File: config.mk
export PLATFORM = sky130hd
export DESIGN_NAME = regfile_write_arbiter_flat
export DESIGN_NICKNAME = d
export VERILOG_FILES = /design/src/rtl/regfile_ctrl_pkg.sv /design/src/rtl/regfile_write_arbiter_if.sv /design/src/rtl/rr_arbiter2.sv /design/src/rtl/regfile_write_arbiter.sv /design/src/flat_wrapper.sv
export SDC_FILE = /design/constraint.sdc
export NUM_CORES = 1
export LEC_CHECK = 0
export CAP_MARGIN = 5
export CORE_MARGIN = 2
export CORE_UTILIZATION = 40
export DETAILED_ROUTE_END_ITERATION = 10
export HOLD_SLACK_MARGIN = 0.05
export PLACE_DENSITY = 0.93
export SYNTH_ARGS = -nofsm -noshare
export SYNTH_HDL_FRONTEND = slang
export SYNTH_SLANG_ARGS = --single-unit
File: constraint.sdc
create_clock -name clk -period 2.9 [get_ports clk]
set_input_delay 0.435 -clock clk [delete_from_list [all_inputs] [get_ports clk]]
set_output_delay 0.435 -clock clk [all_outputs]
set_load 0.1 [all_outputs]
File: src/rtl/regfile_ctrl_pkg.sv
// Shared FSM state type and register-file constants for the writeback arbiter.
package regfile_ctrl_pkg;

    typedef enum logic {
        CLEAR = 1'b0,
        RUN   = 1'b1
    } state_e;

    localparam int NUM_REGS = 32;
    localparam int REG_ZERO = 0;

endpackage

File: src/rtl/regfile_write_arbiter_if.sv
// Writeback request/grant bus between the two requesters and the Register_File port.
interface regfile_write_arbiter_if #(
    parameter int ADDR_W = 5,
    parameter int DATA_W = 32
);

    logic              req0_valid;
    logic [ADDR_W-1:0] req0_addr;
    logic [DATA_W-1:0] req0_data;
    logic              req0_ready;
    logic              req1_valid;
    logic [ADDR_W-1:0] req1_addr;
    logic [DATA_W-1:0] req1_data;
    logic              req1_ready;
    logic              RegWrite;
    logic [ADDR_W-1:0] write_addr;
    logic [DATA_W-1:0] write_data;
    logic              busy;

    modport master (
        output req0_valid, req0_addr, req0_data,
        output req1_valid, req1_addr, req1_data,
        input  req0_ready, req1_ready,
        input  RegWrite, write_addr, write_data, busy
    );

    modport slave (
        input  req0_valid, req0_addr, req0_data,
        input  req1_valid, req1_addr, req1_data,
        output req0_ready, req1_ready,
        output RegWrite, write_addr, write_data, busy
    );

endinterface

File: src/rtl/rr_arbiter2.sv
// Two-way round-robin grant: ptr names the requester that wins a tie.
module rr_arbiter2 (
    input  logic [1:0] valid,
    input  logic       ptr,
    output logic [1:0] grant,
    output logic       next_ptr
);

    // Priority moves to whichever requester was not served; idle cycles keep it.
    always_comb begin
        grant    = 2'b00;
        next_ptr = ptr;
        if (valid[0] && (!valid[1] || !ptr)) begin
            grant    = 2'b01;
            next_ptr = 1'b1;
        end else if (valid[1]) begin
            grant    = 2'b10;
            next_ptr = 1'b0;
        end
    end

endmodule

File: src/rtl/regfile_write_arbiter.sv
// Arbitrates ALU and load-unit writebacks onto the single Register_File write port.
// Define REGFILE_CLEAR_EN to sweep CLEAR_VALUE into x1..x31 after every reset.
module regfile_write_arbiter
    import regfile_ctrl_pkg::*;
#(
    parameter int                ADDR_W      = 5,
    parameter int                DATA_W      = 32,
    parameter logic [DATA_W-1:0] CLEAR_VALUE = '0
) (
    input logic                    clk,
    input logic                    rst_n,
    regfile_write_arbiter_if.slave bus
);

    logic              inRun;
    logic [1:0]        reqValid;
    logic [1:0]        grant;
    logic              ptr_q;
    logic              ptr_d;
    logic              regWrite_q;
    logic [ADDR_W-1:0] writeAddr_q;
    logic [DATA_W-1:0] writeData_q;
    logic [ADDR_W-1:0] selAddr;
    logic [DATA_W-1:0] selData;

`ifdef REGFILE_CLEAR_EN
    state_e     state_q;
    logic [4:0] sweepCnt_q;

    assign inRun    = (state_q == RUN);
    assign bus.busy = (state_q == CLEAR);
`else
    assign inRun    = 1'b1;
    assign bus.busy = 1'b0;
`endif

    assign reqValid = {bus.req1_valid, bus.req0_valid} & {2{inRun}};

    rr_arbiter2 u_arb (
        .valid    (reqValid),
        .ptr      (ptr_q),
        .grant    (grant),
        .next_ptr (ptr_d)
    );

    assign bus.req0_ready = grant[0];
    assign bus.req1_ready = grant[1];
    assign selAddr        = grant[1] ? bus.req1_addr : bus.req0_addr;
    assign selData        = grant[1] ? bus.req1_data : bus.req0_data;

    // The sweep counter wraps to zero after issuing x31; that cycle hands over to RUN.
    always_ff @(posedge clk) begin
        if (!rst_n) begin
            regWrite_q  <= 1'b0;
            writeAddr_q <= '0;
            writeData_q <= '0;
            ptr_q       <= 1'b0;
`ifdef REGFILE_CLEAR_EN
            state_q     <= CLEAR;
            sweepCnt_q  <= 5'd1;
        end else if (state_q == CLEAR) begin
            if (sweepCnt_q != 5'(REG_ZERO)) begin
                regWrite_q  <= 1'b1;
                writeAddr_q <= ADDR_W'(sweepCnt_q);
                writeData_q <= CLEAR_VALUE;
            end else begin
                regWrite_q  <= 1'b0;
                state_q     <= RUN;
            end
            sweepCnt_q <= sweepCnt_q + 5'd1;
`endif
        end else if (|grant) begin
            regWrite_q  <= (selAddr != ADDR_W'(REG_ZERO));
            writeAddr_q <= selAddr;
            writeData_q <= selData;
            ptr_q       <= ptr_d;
        end else begin
            regWrite_q  <= 1'b0;
        end
    end

    assign bus.RegWrite   = regWrite_q;
    assign bus.write_addr = writeAddr_q;
    assign bus.write_data = writeData_q;

endmodule

File: src/flat_wrapper.sv
// flat-port wrapper written by rule: the top's interface ports become plain ports
module regfile_write_arbiter_flat import regfile_ctrl_pkg::*;
#(
    parameter int                ADDR_W      = 5,
    parameter int                DATA_W      = 32,
    parameter logic [DATA_W-1:0] CLEAR_VALUE = '0
)
  (clk, rst_n, bus_req0_valid, bus_req0_addr, bus_req0_data, bus_req1_valid, bus_req1_addr, bus_req1_data, bus_req0_ready, bus_req1_ready, bus_RegWrite, bus_write_addr, bus_write_data, bus_busy);
  regfile_write_arbiter_if #(.ADDR_W(ADDR_W), .DATA_W(DATA_W)) bus_i ();
  input logic clk;
  input logic rst_n;
  input wire logic [$bits(bus_i.req0_valid)-1:0] bus_req0_valid;
  input wire logic [$bits(bus_i.req0_addr)-1:0] bus_req0_addr;
  input wire logic [$bits(bus_i.req0_data)-1:0] bus_req0_data;
  input wire logic [$bits(bus_i.req1_valid)-1:0] bus_req1_valid;
  input wire logic [$bits(bus_i.req1_addr)-1:0] bus_req1_addr;
  input wire logic [$bits(bus_i.req1_data)-1:0] bus_req1_data;
  output wire logic [$bits(bus_i.req0_ready)-1:0] bus_req0_ready;
  output wire logic [$bits(bus_i.req1_ready)-1:0] bus_req1_ready;
  output wire logic [$bits(bus_i.RegWrite)-1:0] bus_RegWrite;
  output wire logic [$bits(bus_i.write_addr)-1:0] bus_write_addr;
  output wire logic [$bits(bus_i.write_data)-1:0] bus_write_data;
  output wire logic [$bits(bus_i.busy)-1:0] bus_busy;
  assign bus_i.req0_valid = bus_req0_valid;
  assign bus_i.req0_addr = bus_req0_addr;
  assign bus_i.req0_data = bus_req0_data;
  assign bus_i.req1_valid = bus_req1_valid;
  assign bus_i.req1_addr = bus_req1_addr;
  assign bus_i.req1_data = bus_req1_data;
  assign bus_req0_ready = bus_i.req0_ready;
  assign bus_req1_ready = bus_i.req1_ready;
  assign bus_RegWrite = bus_i.RegWrite;
  assign bus_write_addr = bus_i.write_addr;
  assign bus_write_data = bus_i.write_data;
  assign bus_busy = bus_i.busy;
  regfile_write_arbiter #(.ADDR_W(ADDR_W), .DATA_W(DATA_W), .CLEAR_VALUE(CLEAR_VALUE)) u_core (.clk(clk), .rst_n(rst_n), .bus(bus_i));
endmodule
==> results of run 1 <==
==> layer usage <==
metal / routed length (um) / GRT usage / vias up / share of wire
met5: 0 / 0 / - / 0
met4: 25 / 0.0545 / 0 / 0.0050
met2: 2650 / 0.327 / 64 / 0.53
li1: - / - / 904 / -
met1: 1980 / 0.205 / 829 / 0.40
met3: 296 / 0.0357 / 4 / 0.060
==> worst reg2reg max path, cell delays in order (launching register included) <==
cell	delay (ns)
dfxtp_1	0.36
a21bo_2	0.18
buf_4	0.39
nor2_1	0.13
a211oi_2	0.21
==> cells by family (layout without fill, tap and decap cells) <==
family          count (synthesis)  count (layout)  share of synthesized area
compound gates                 50              50                      0.258
buf+inv                        20             131                     0.0717
flops                          39              39                      0.403
mux                            32              32                      0.165
other cells                     1               1                    0.00193
simple gates                   46              46                      0.101
==> flip-flops by register name (all words and copies together) (netlist names) <==
register and count:
u_core.ptr_q 1, u_core.bus.write_data 32, u_core.bus.write_addr 5, u_core.bus.RegWrite 1
==> worst paths after layout <==
kind	from	endpoint	slack, ns	cells past startpoint
worst max-delay path	bus_req1_valid	bus_req1_ready	0.77	4
worst min-delay path	u_core.bus.write_addr[0]$_SDFFE_PN0P_	u_core.bus.write_addr[0]$_SDFFE_PN0P_	0.52	2
worst max register to register	u_core.ptr_q$_SDFFE_PN0P_	u_core.bus.write_data[4]$_SDFFE_PN0P_	1.57	4
worst min register to register	u_core.bus.write_addr[0]$_SDFFE_PN0P_	u_core.bus.write_addr[0]$_SDFFE_PN0P_	0.52	2
==> cell usage after synthesis <==
master,number,area share
dfxtp_1,39,0.40
nor2_1,34,0.066
mux2i_1,32,0.17
a211oi_2,30,0.19
buf_2,6,0.015
buf_6,6,0.035
a31oi_1,4,0.013
nand3_1,4,0.010
o21ai_0,4,0.010
o21ai_1,4,0.010
buf_4,3,0.012
a211oi_1,2,0.0077
a21oi_1,2,0.0052
buf_1,2,0.0039
nand2_1,2,0.0039
or4_1,2,0.0077
a21bo_1,1,0.0052
a32oi_1,1,0.0045
and2b_1,1,0.0039
clkinv_1,1,0.0019
conb_1,1,0.0019
inv_1,1,0.0019
inv_2,1,0.0019
nand2b_1,1,0.0032
nor3_1,1,0.0026
o22ai_1,1,0.0032
o32ai_1,1,0.0045
or2_1,1,0.0032
==> per-stage QoR <==
step	total power, uW	instance area [sq um]	hold slack, ns	cells
floorplan	1120	1940	0.488	188
detailed placement	1320	3010	0.486	346
global route	1730	3100	0.512	353
finish	1670	3100	0.515	353
global placement	1310	3010	0.484	346
CTS	1690	3100	0.504	353
==> layout make-up <==
cell class	count	area, sq um	area share
Clock buffer	6	82.6	0.0266
Clock inverter	1	5.00	0.00161
Inverter	3	11.3	0.00363
Multi-Input combinational cell	129	1020	0.329
Sequential cell	39	781	0.252
Tap cell	54	67.6	0.0218
Timing Repair Buffer	121	1130	0.366
==> cells in the final DEF, fill, tap and decap left out, types with 3 or more instances in the layout <==
cell             Yosys  routed
buf_12               0       3
o21ai_0              4       4
nor2_1              34      34
nand3_1              4       4
o21ai_1              4       4
clkbuf_8             0       6
a31oi_1              4       4
dfxtp_1             39      39
buf_4                3      41
mux2i_1             32      32
clkdlybuf4s50_1      0      76
a211oi_2            30      30
==> power by group <==
group          total (uW)  leakage (uW)  internal (uW)  switching, uW
clock                 363     0.0000470            187            177
combinational         699      0.000919            222            476
sequential            605      0.000325            582           23.4
==> results.md, run 1 <==
* Run status: finished, final reports clean
* Worst-skew pair later-pin latency at roughly 0.28 ns
* Final ANT Viol Nets at 0
* Initial antenna violation count at 0
* Post-layout min period at 2.13 ns
* Final worst slack at approximately 0.77 ns
* Post-CTS Hold Buffers at 0
* Post-synthesis sequential area ratio at 0.403
* Area growth from synthesis to layout at 59.9%
* Fin. max-slew vios at 0
* Fill cells at a little under 400
* Crit-path max cell delay at between 0.4 and 0.5 ns
* Setup CP Type: input pin to output pin
* Die span in x at 73.6 um
* Post-CTS setup buffers at 0
* Yosys reg bits at 39
* CTS clk-pin slew, worst paths at around 0.07 ns
* Cells after Synth at 188
* Largest net degree at the start of global routing at 37
* Row count at 25
* CTS tree: yes
* Critical path fanouts, max at 22
* Pre-CTS WS at between 0.6 and 0.7 ns
* Req. time, crit path at 2.47 ns
* Number of I/O port buffers at around 120
* First-pass GRT wire length at approximately 7.7 mm
* Crit. End Element: output pin
* Final net count at 377
* Num CTS Buffers at 5
* Highest Clock Rate at 470 MHz
* H-tree levels at 2
* First-pass DRT Iterations at 4
* Gr ovfl total at 0
* DRT iter0 DRCs at 65
* Clock Path Buffers at 2
* Vias/cell at about 5.1
* CP Launch Type: input pin
* Critical path, cell by cell: buf_2, clkinv_1, nor2_1, buf_12
* Vias in the first global route at around 1800
* Synthesis warning total at 0
* Final Hold Vio Count at 0
* Fraction of layout cells with a size suffix above 1 at 0.281
* Detailed-route via count at around 1800
* Syn nets at approximately 270
* Avg Cell Area, Syn at 10.3 sq um
* Worst Clk Skew at 0.00341 ns
* Core ar. at between 4000 and 5000 sq um
* Slowest-stage cell, CP: buf_2
* Final Core Density at 0.661
* Maxcap violations at 0
* Final Setup Violations at 0
* CTS Root Cell: clkbuf_8
* Cell Area, Synth at about 1900 sq um
* Tcrit/Tclk final at 0.734
* Worst path arrival time at roughly 1.7 ns
* Slew @ Worst Pin at roughly 0.58 ns
* IR drop worst, VDD at between 0.3 and 0.4 mV
* Die Y at 73.6 um
* Worst Path Buf+Inv at 3
* GR Util All Layers at 0.178
* CTS sink count at 39
* DR WL/cell at about 14 um
* WL final at ~5.0 mm
* Tightest Hold Check Type: register to register
* DRC at 0
* Routability cong. at a little under 0.9
* Initial Utilization at 0.413
* Final HPWL DP at about 3.7 mm
* # IOs at 119
* RSZ-0062 raised after global routing: false
* Top delay family on crit path: buffers and inverters
* Relative slew slack at 0.609
* Setup Total Neg Slack at 0 ns
* Power Dens Cells at around 540 nW/um^2
* Post-synthesis cell type count at 28
* Die area at between 5000 and 6000 sq um
* LEAKAGE at 0.00129 uW
* ANT cells at 0
* Post-CTS sizing at 0
(Power assumes the default switching activity.)
==> run 2: changes to the inputs <==
- CORE_UTILIZATION: 40 -> 33
- PLACE_DENSITY: 0.93 -> 0.83
- clock period: 2.9 -> 1.7 ns (I/O delays scaled with it)
==> run 2 against run 1 <==
Effect of this change:
- core utilization about the same
- clock skew grew 0.0063 ns
- sequential share of layout area is 4.0 points lower
- via count grew 2.3%
- non-clock buffer count rose by 1
- first-iteration DRC count down 46%
- largest cell class unchanged
- largest power group unchanged
- highest routed layer unchanged
==> results.md, run 2 (synthesis gave the netlist of run 1 again) <==
* Run status: finished, final reports clean (unchanged)
* Hold path start: bus_req1_valid (was u_core.bus.write_addr[0]$_SDFFE_PN0P_)
* Clock Path Buffers at 2 (unchanged)
* IR drop worst, VDD at 0.457 mV (was 0.302 mV)
* Die span in x at 80.6 um (was 73.6 um)
* Req. time, crit path at 1.44 ns (was 2.47 ns)
* Final Hold Vio Count at 0 (unchanged)
* Highest Clock Rate at around 640 MHz
* Max reg flops at 32 (unchanged)
* Post-CTS sizing at 0 (unchanged)
* Hold Path Depth at 3 (was 2)
* Fill cells at 455 (was 389)
* RSZ-0062 raised after global routing: false (unchanged)
* Leading cell type in the layout, fill and taps excluded: clkdlybuf4s50_1 (unchanged)
* Initial antenna violation count at 0 (unchanged)
* Tcrit/Tclk final at 0.924
* Die area at 6500 sq um (was 5420 sq um)
* Design Area, Final at 3680 sq um (was 3100 sq um)
* Num CTS Buffers at 5 (unchanged)
* DRT iter0 DRCs at 35 (was 65)
* CTS Root Cell: clkbuf_8 (unchanged)
* CTS tree: yes (unchanged)
* Crit. End Element: output pin (unchanged)
* Setup CP Type: input pin to output pin (unchanged)
* Row count at 27 (was 25)
* Worst path arrival time at 1.32 ns (was 1.69 ns)
* FF/Latch Area at 781 sq um (unchanged)
* Sw Pwr at 1230 uW (was 676 uW)
* Routability cong. at 0.786 (was 0.880)
* CTS clk-pin slew, worst paths at 0.07 ns (about the same)
* Number of I/O port buffers at 117 (unchanged)
* ANT cells at 0 (unchanged)
* Worst-skew pair later-pin latency at 0.29 ns (was 0.28 ns)
* Worst hold margin at 0.437 ns (was 0.515 ns)
* Fraction of layout cells with a size suffix above 1 at 0.292 (was 0.281)
* Final Setup Violations at 0 (unchanged)
* Final net count at 378 (was 377)
* Setup Total Neg Slack at 0 ns (unchanged)
* Vias in the first global route at 1896 (was 1784)
* H-tree levels at 2 (unchanged)
* Internal power at 2050 uW (was 991 uW)
* Gate power share at 0.429 (was 0.419)
* Area growth from synthesis to layout at 89.9% (was 59.9%)
* Post-CTS Hold Buffers at 0 (unchanged)
* Launch point of the worst path: bus_req0_valid (was bus_req1_valid)
* CP Launch Type: input pin (unchanged)
* # IOs at 119 (unchanged)
* Detailed-route via count at 1842 (was 1801)
* CTS sink count at 39 (unchanged)
* First-pass GRT wire length at 8.61 mm (was 7.66 mm)
* LEAKAGE at 0.00147 uW (was 0.00129 uW)
* Post-CTS setup buffers at 0 (unchanged)
* Clock group share of total power at 0.244 (was 0.218)
* Die Y at 80.6 um (was 73.6 um)
* Tightest Hold Check Type: input pin to register (was register to register)
* Fin. max-slew vios at 0 (unchanged)
* Placed inst area at 3560 sq um (was 3010 sq um)
* Commonest cells after routing, fill and taps aside: clkdlybuf4s50_1, buf_12, dfxtp_1, nor2_1, mux2i_1 (was clkdlybuf4s50_1, buf_4, dfxtp_1, nor2_1, mux2i_1)
* First-pass DRT Iterations at 4 (unchanged)
* WL final at 5.45 mm (was 4.96 mm)
* Critical path fanouts, max at 4 (was 22)
* Worst Clk Skew at 0.00976 ns (was 0.00341 ns)
* Power Dens Cells at 890 nW/um^2 (was 538 nW/um^2)
* DR WL/cell at 14.6 um (was 14.0 um)
* Net Sw Frac at 0.375 (was 0.406)
* GR Util All Layers at 0.171 (was 0.178)
* Initial Utilization at 0.348 (was 0.413)
* DRC at 0 (unchanged)
* Largest net degree at the start of global routing at 39 (was 37)
* Sequential Power Share at 0.328 (was 0.363)
* Core ar. at 5570 sq um (was 4690 sq um)
* R2R depth at 4 (unchanged)
* Final HPWL DP at 4.25 mm (was 3.71 mm)
* Post-layout min period at approximately 1.6 ns
* Gr ovfl total at 0 (unchanged)
* Vias/cell at 4.94 (was 5.10)
* Final ANT Viol Nets at 0 (unchanged)
* Maxcap violations at 0 (unchanged)
* Area of the multi-input gates at 1030 sq um (was 1020 sq um)
* Worst R2R Start: u_core.ptr_q$_SDFFE_PN0P_ (unchanged)
run 2: changes by cell type in the layout (fill, tap and decap cells not counted), sizes merged:
cell / delta
buf: +1
bufinv: +1
clkinv: -1
inv: +1
run 2: worst paths after layout:
check	to	slack [ns]
worst max-delay path	bus_req0_ready	0.13
worst min-delay path	u_core.bus.write_addr[1]$_SDFFE_PN0P_	0.44
worst max register to register	u_core.bus.write_data[19]$_SDFFE_PN0P_	0.44
worst min register to register	u_core.bus.write_addr[0]$_SDFFE_PN0P_	0.52
run 2: metrics by stage:
stage,total power [uW],utilization,setup slack (ns),cells
3_3_place_gp,2480,0.639,0.137,365
4_1_cts,3320,0.660,0.120,373
6_report,3270,0.660,0.128,373
2_1_floorplan,1910,-,0.202,188
3_5_place_dp,2510,0.639,0.00790,365
5_1_grt,3400,0.660,0.0609,373
run 2: final cells by class:
class / count / area share
clock buffer: 6 / 0.0224
clock inverter: 2 / 0.00952
inverter: 3 / 0.00306
multi-input combinational: 129 / 0.279
sequential: 39 / 0.212
tap: 72 / 0.0245
timing repair buffer: 122 / 0.450
run 2: critical path: stages:
cell and delay, ns:
clkdlybuf4s50_1 0.51, a21bo_2 0.29, inv_2 0.09, buf_12 0.17
run 2: power by group through the flow:
| stage | Combinational [uW] | Sequential [uW] | Clock, uW |
|---|---|---|---|
| 5_1_grt | 1450 | 1080 | 861 |
| 2_1_floorplan | 309 | 1600 | 0 |
| 6_report | 1400 | 1070 | 798 |
| 4_1_cts | 1420 | 1070 | 826 |
| 3_5_place_dp | 1410 | 1090 | 0 |
| 3_3_place_gp | 1390 | 1090 | 0 |
run 2: per-layer routing:
layer | up-vias | track usage | share of wire
li1 | 902 | - | -
met1 | 859 | 0.179 | 0.38
met2 | 77 | 0.309 | 0.51
met3 | 4 | 0.0708 | 0.11
met4 | 0 | 0.0525 | 0.0095
met5 | - | 0 | 0
==> run 3: changes to the inputs <==
- CORE_UTILIZATION: 33 -> 37
- PLACE_DENSITY: 0.83 -> 0.87
- clock period: 1.7 -> 1.55 ns (I/O delays scaled with it)
==> run 3 against run 2 <==
Effect of this change:
- final cell count grew 0.27%
- flip-flop and latch count is the same
- setup slack lost 0.080 ns
- worst hold slack gained 0.011 ns
- sequential power grew 10%
- global-route usage grew 1.7 points
- clock skew shrank 0.0043 ns
- sequential share of layout area grew 0.072 points
- first-iteration DRC count grew 20%
- largest power group unchanged
==> results.md, run 3 (synthesis gave the netlist of run 1 again) <==
* First-pass GRT wire length at 8.97 mm (was 8.61 mm)
* Core ar. at 5070 sq um (was 5570 sq um)
* Detailed-route via count at 1844 (was 1842)
* Area growth from synthesis to layout at 89.2% (was 89.9%)
* Final HPWL DP at 4.13 mm (was 4.25 mm)
* Post-CTS Hold Buffers at 0 (unchanged)
* Num CTS Buffers at 5 (unchanged)
* Die area at 5830 sq um (was 6500 sq um)
* CTS clk-pin slew, worst paths at 0.08 ns (was 0.07 ns)
* GR Util All Layers at 0.188 (was 0.171)
* Commonest cells after routing, fill and taps aside: clkdlybuf4s50_1, buf_12, dfxtp_1, nor2_1, mux2i_1 (unchanged)
* H-tree levels at 2 (unchanged)
* CTS tree: yes (unchanged)
* Largest net degree at the start of global routing at 35 (was 39)
* Reg2reg setup slack at 0.36 ns (was 0.44 ns)
* Metal2 WL at 2.71 mm (was 2.78 mm)
* Req. time, crit path at 1.32 ns (was 1.44 ns)
* Post-CTS setup buffers at 0 (unchanged)
* Total power at 3460 uW (was 3270 uW)
* Maxcap violations at 0 (unchanged)
* DR WL met3 at 383 um (was 573 um)
* RSZ-0062 raised after global routing: false (unchanged)
* Slowest-stage cell, CP: dfxtp_1 (was clkdlybuf4s50_1)
* Final Hold Vio Count at 0 (unchanged)
* Fin. max-slew vios at 0 (unchanged)
* Gr ovfl total at 0 (unchanged)
* Tightest Hold Check Type: input pin to register (unchanged)
* Final net count at 381 (was 378)
* Clock Path Buffers at 2 (unchanged)
* CTS Root Cell: clkbuf_8 (unchanged)
* WL final at 5.32 mm (was 5.45 mm)
* CTS sink count at 39 (unchanged)
* Worst-skew pair later-pin latency at 0.28 ns (was 0.29 ns)
* Final Setup Violations at 0 (unchanged)
* Max reg flops at 32 (unchanged)
* Crit-path max cell delay at 0.39 ns (was 0.51 ns)
* Setup CP Type: register to output pin (was input pin to output pin)
* CP Launch Type: register (was input pin)
* Worst path arrival time at 1.27 ns (was 1.32 ns)
* DR WL/cell at 14.2 um (was 14.6 um)
* Vias/cell at 4.93 (was 4.94)
* Die span in x at 76.4 um (was 80.6 um)
* Top delay family on crit path: simple AND/OR/NAND/NOR gates (was buffers and inverters)
* Final ANT Viol Nets at 0 (unchanged)
* # IOs at 119 (unchanged)
* Post-layout min period at approximately 1.5 ns
* Tcrit/Tclk final at 0.969
* Die Y at 76.4 um (was 80.6 um)
* Critical path, cell by cell: and2b_2, nor2_4, buf_12 (was clkdlybuf4s50_1, a21bo_2, inv_2, buf_12)
* Worst Path Buf+Inv at 1 (was 3)
* Routability cong. at 0.808 (was 0.786)
* Fraction of layout cells with a size suffix above 1 at 0.296 (was 0.292)
* First-pass DRT Iterations at 4 (unchanged)
* IR drop worst, VDD at 0.711 mV (was 0.457 mV)
* Vias in the first global route at 1840 (was 1896)
* Run status: finished, final reports clean (unchanged)
* DRC at 0 (unchanged)
* DRT iter0 DRCs at 42 (was 35)
* LEAKAGE at 0.00147 uW (about the same)
* Row count at 26 (was 27)
* Top layer in use: met4 (unchanged)
* Critical path fanouts, max at 7 (was 4)
* Met1 WL at 2.17 mm (was 2.04 mm)
* Highest Clock Rate at between 600 and 700 MHz
* ANT cells at 0 (unchanged)
* Leading cell type in the layout, fill and taps excluded: clkdlybuf4s50_1 (unchanged)
* Initial antenna violation count at 0 (unchanged)
* Crit. End Element: output pin (unchanged)
* Power Dens Cells at 943 nW/um^2 (was 890 nW/um^2)
* Number of I/O port buffers at 117 (unchanged)
* Initial Utilization at 0.382 (was 0.348)
* Worst Clk Skew at 0.00542 ns (was 0.00976 ns)
* Worst hold margin at 0.449 ns (was 0.437 ns)
## run 3: changes by cell type in the layout (fill, tap and decap cells not counted), sizes merged
cell	previous run	this run
buf	46	49
clkbuf	6	8
bufinv	1	0
clkdlybuf4s50	76	75
dlymetal6s2s	0	1
inv	2	1
## run 3: area by class of cell
cell class	count	area, sq um
repair buffers	125	1650
fillers	379	1410
multi-input cells	129	1030
flip-flops and latches	39	781
clock buffers	8	100
well taps	70	87.6
inverters	3	11.3
## run 3: tightest hold or removal path, cell delays in order
cell,delay [ns]
buf_2,0.14
clkinv_1,0.15
a21oi_1,0.09
nor2_1,0.08
## run 3: final timing paths
kind                                               from                               endpoint  depth (start not counted)
setup reg to reg              u_core.ptr_q$_SDFFE_PN0P_         u_core.bus.RegWrite$_SDFF_PN0_                          4
hold / removal                           bus_req1_valid              u_core.ptr_q$_SDFFE_PN0P_                          4
setup / recovery              u_core.ptr_q$_SDFFE_PN0P_                         bus_req1_ready                          3
hold reg to reg   u_core.bus.write_addr[0]$_SDFFE_PN0P_  u_core.bus.write_addr[0]$_SDFFE_PN0P_                          2
## run 3: power breakdown
part	switching (uW)	internal [uW]
clock	335	406
combinational	902	637
sequential	88.4	1090
total	1330	2130
## run 3: repair_timing
| action | 4_1_cts | 5_1_grt |
|---|---|---|
| endpoints found under the hold margin | 0 | 0 |
| gates resized for setup | 0 | 3 |
| setup endpoints to repair | 0 | 2 |
## run 3: through the flow
step	setup WS, ns	utilization	cell area, sq um	setup TNS (ns)	instances
finish	0.0487	0.723	3670	0	374
global route	0.0146	0.723	3670	0	374
CTS	0.00840	0.721	3660	0	374
detailed placement	-0.0413	0.701	3560	-0.226	366
global placement	-0.00200	0.701	3560	-0.00200	366
floorplan	0.0966	-	1950	0	188
## run 3: metal layers
layer,track usage,up-vias
met1,0.216,843
met4,0.0491,0
met2,0.342,82
met3,0.0509,8
li1,-,911
met5,0,-
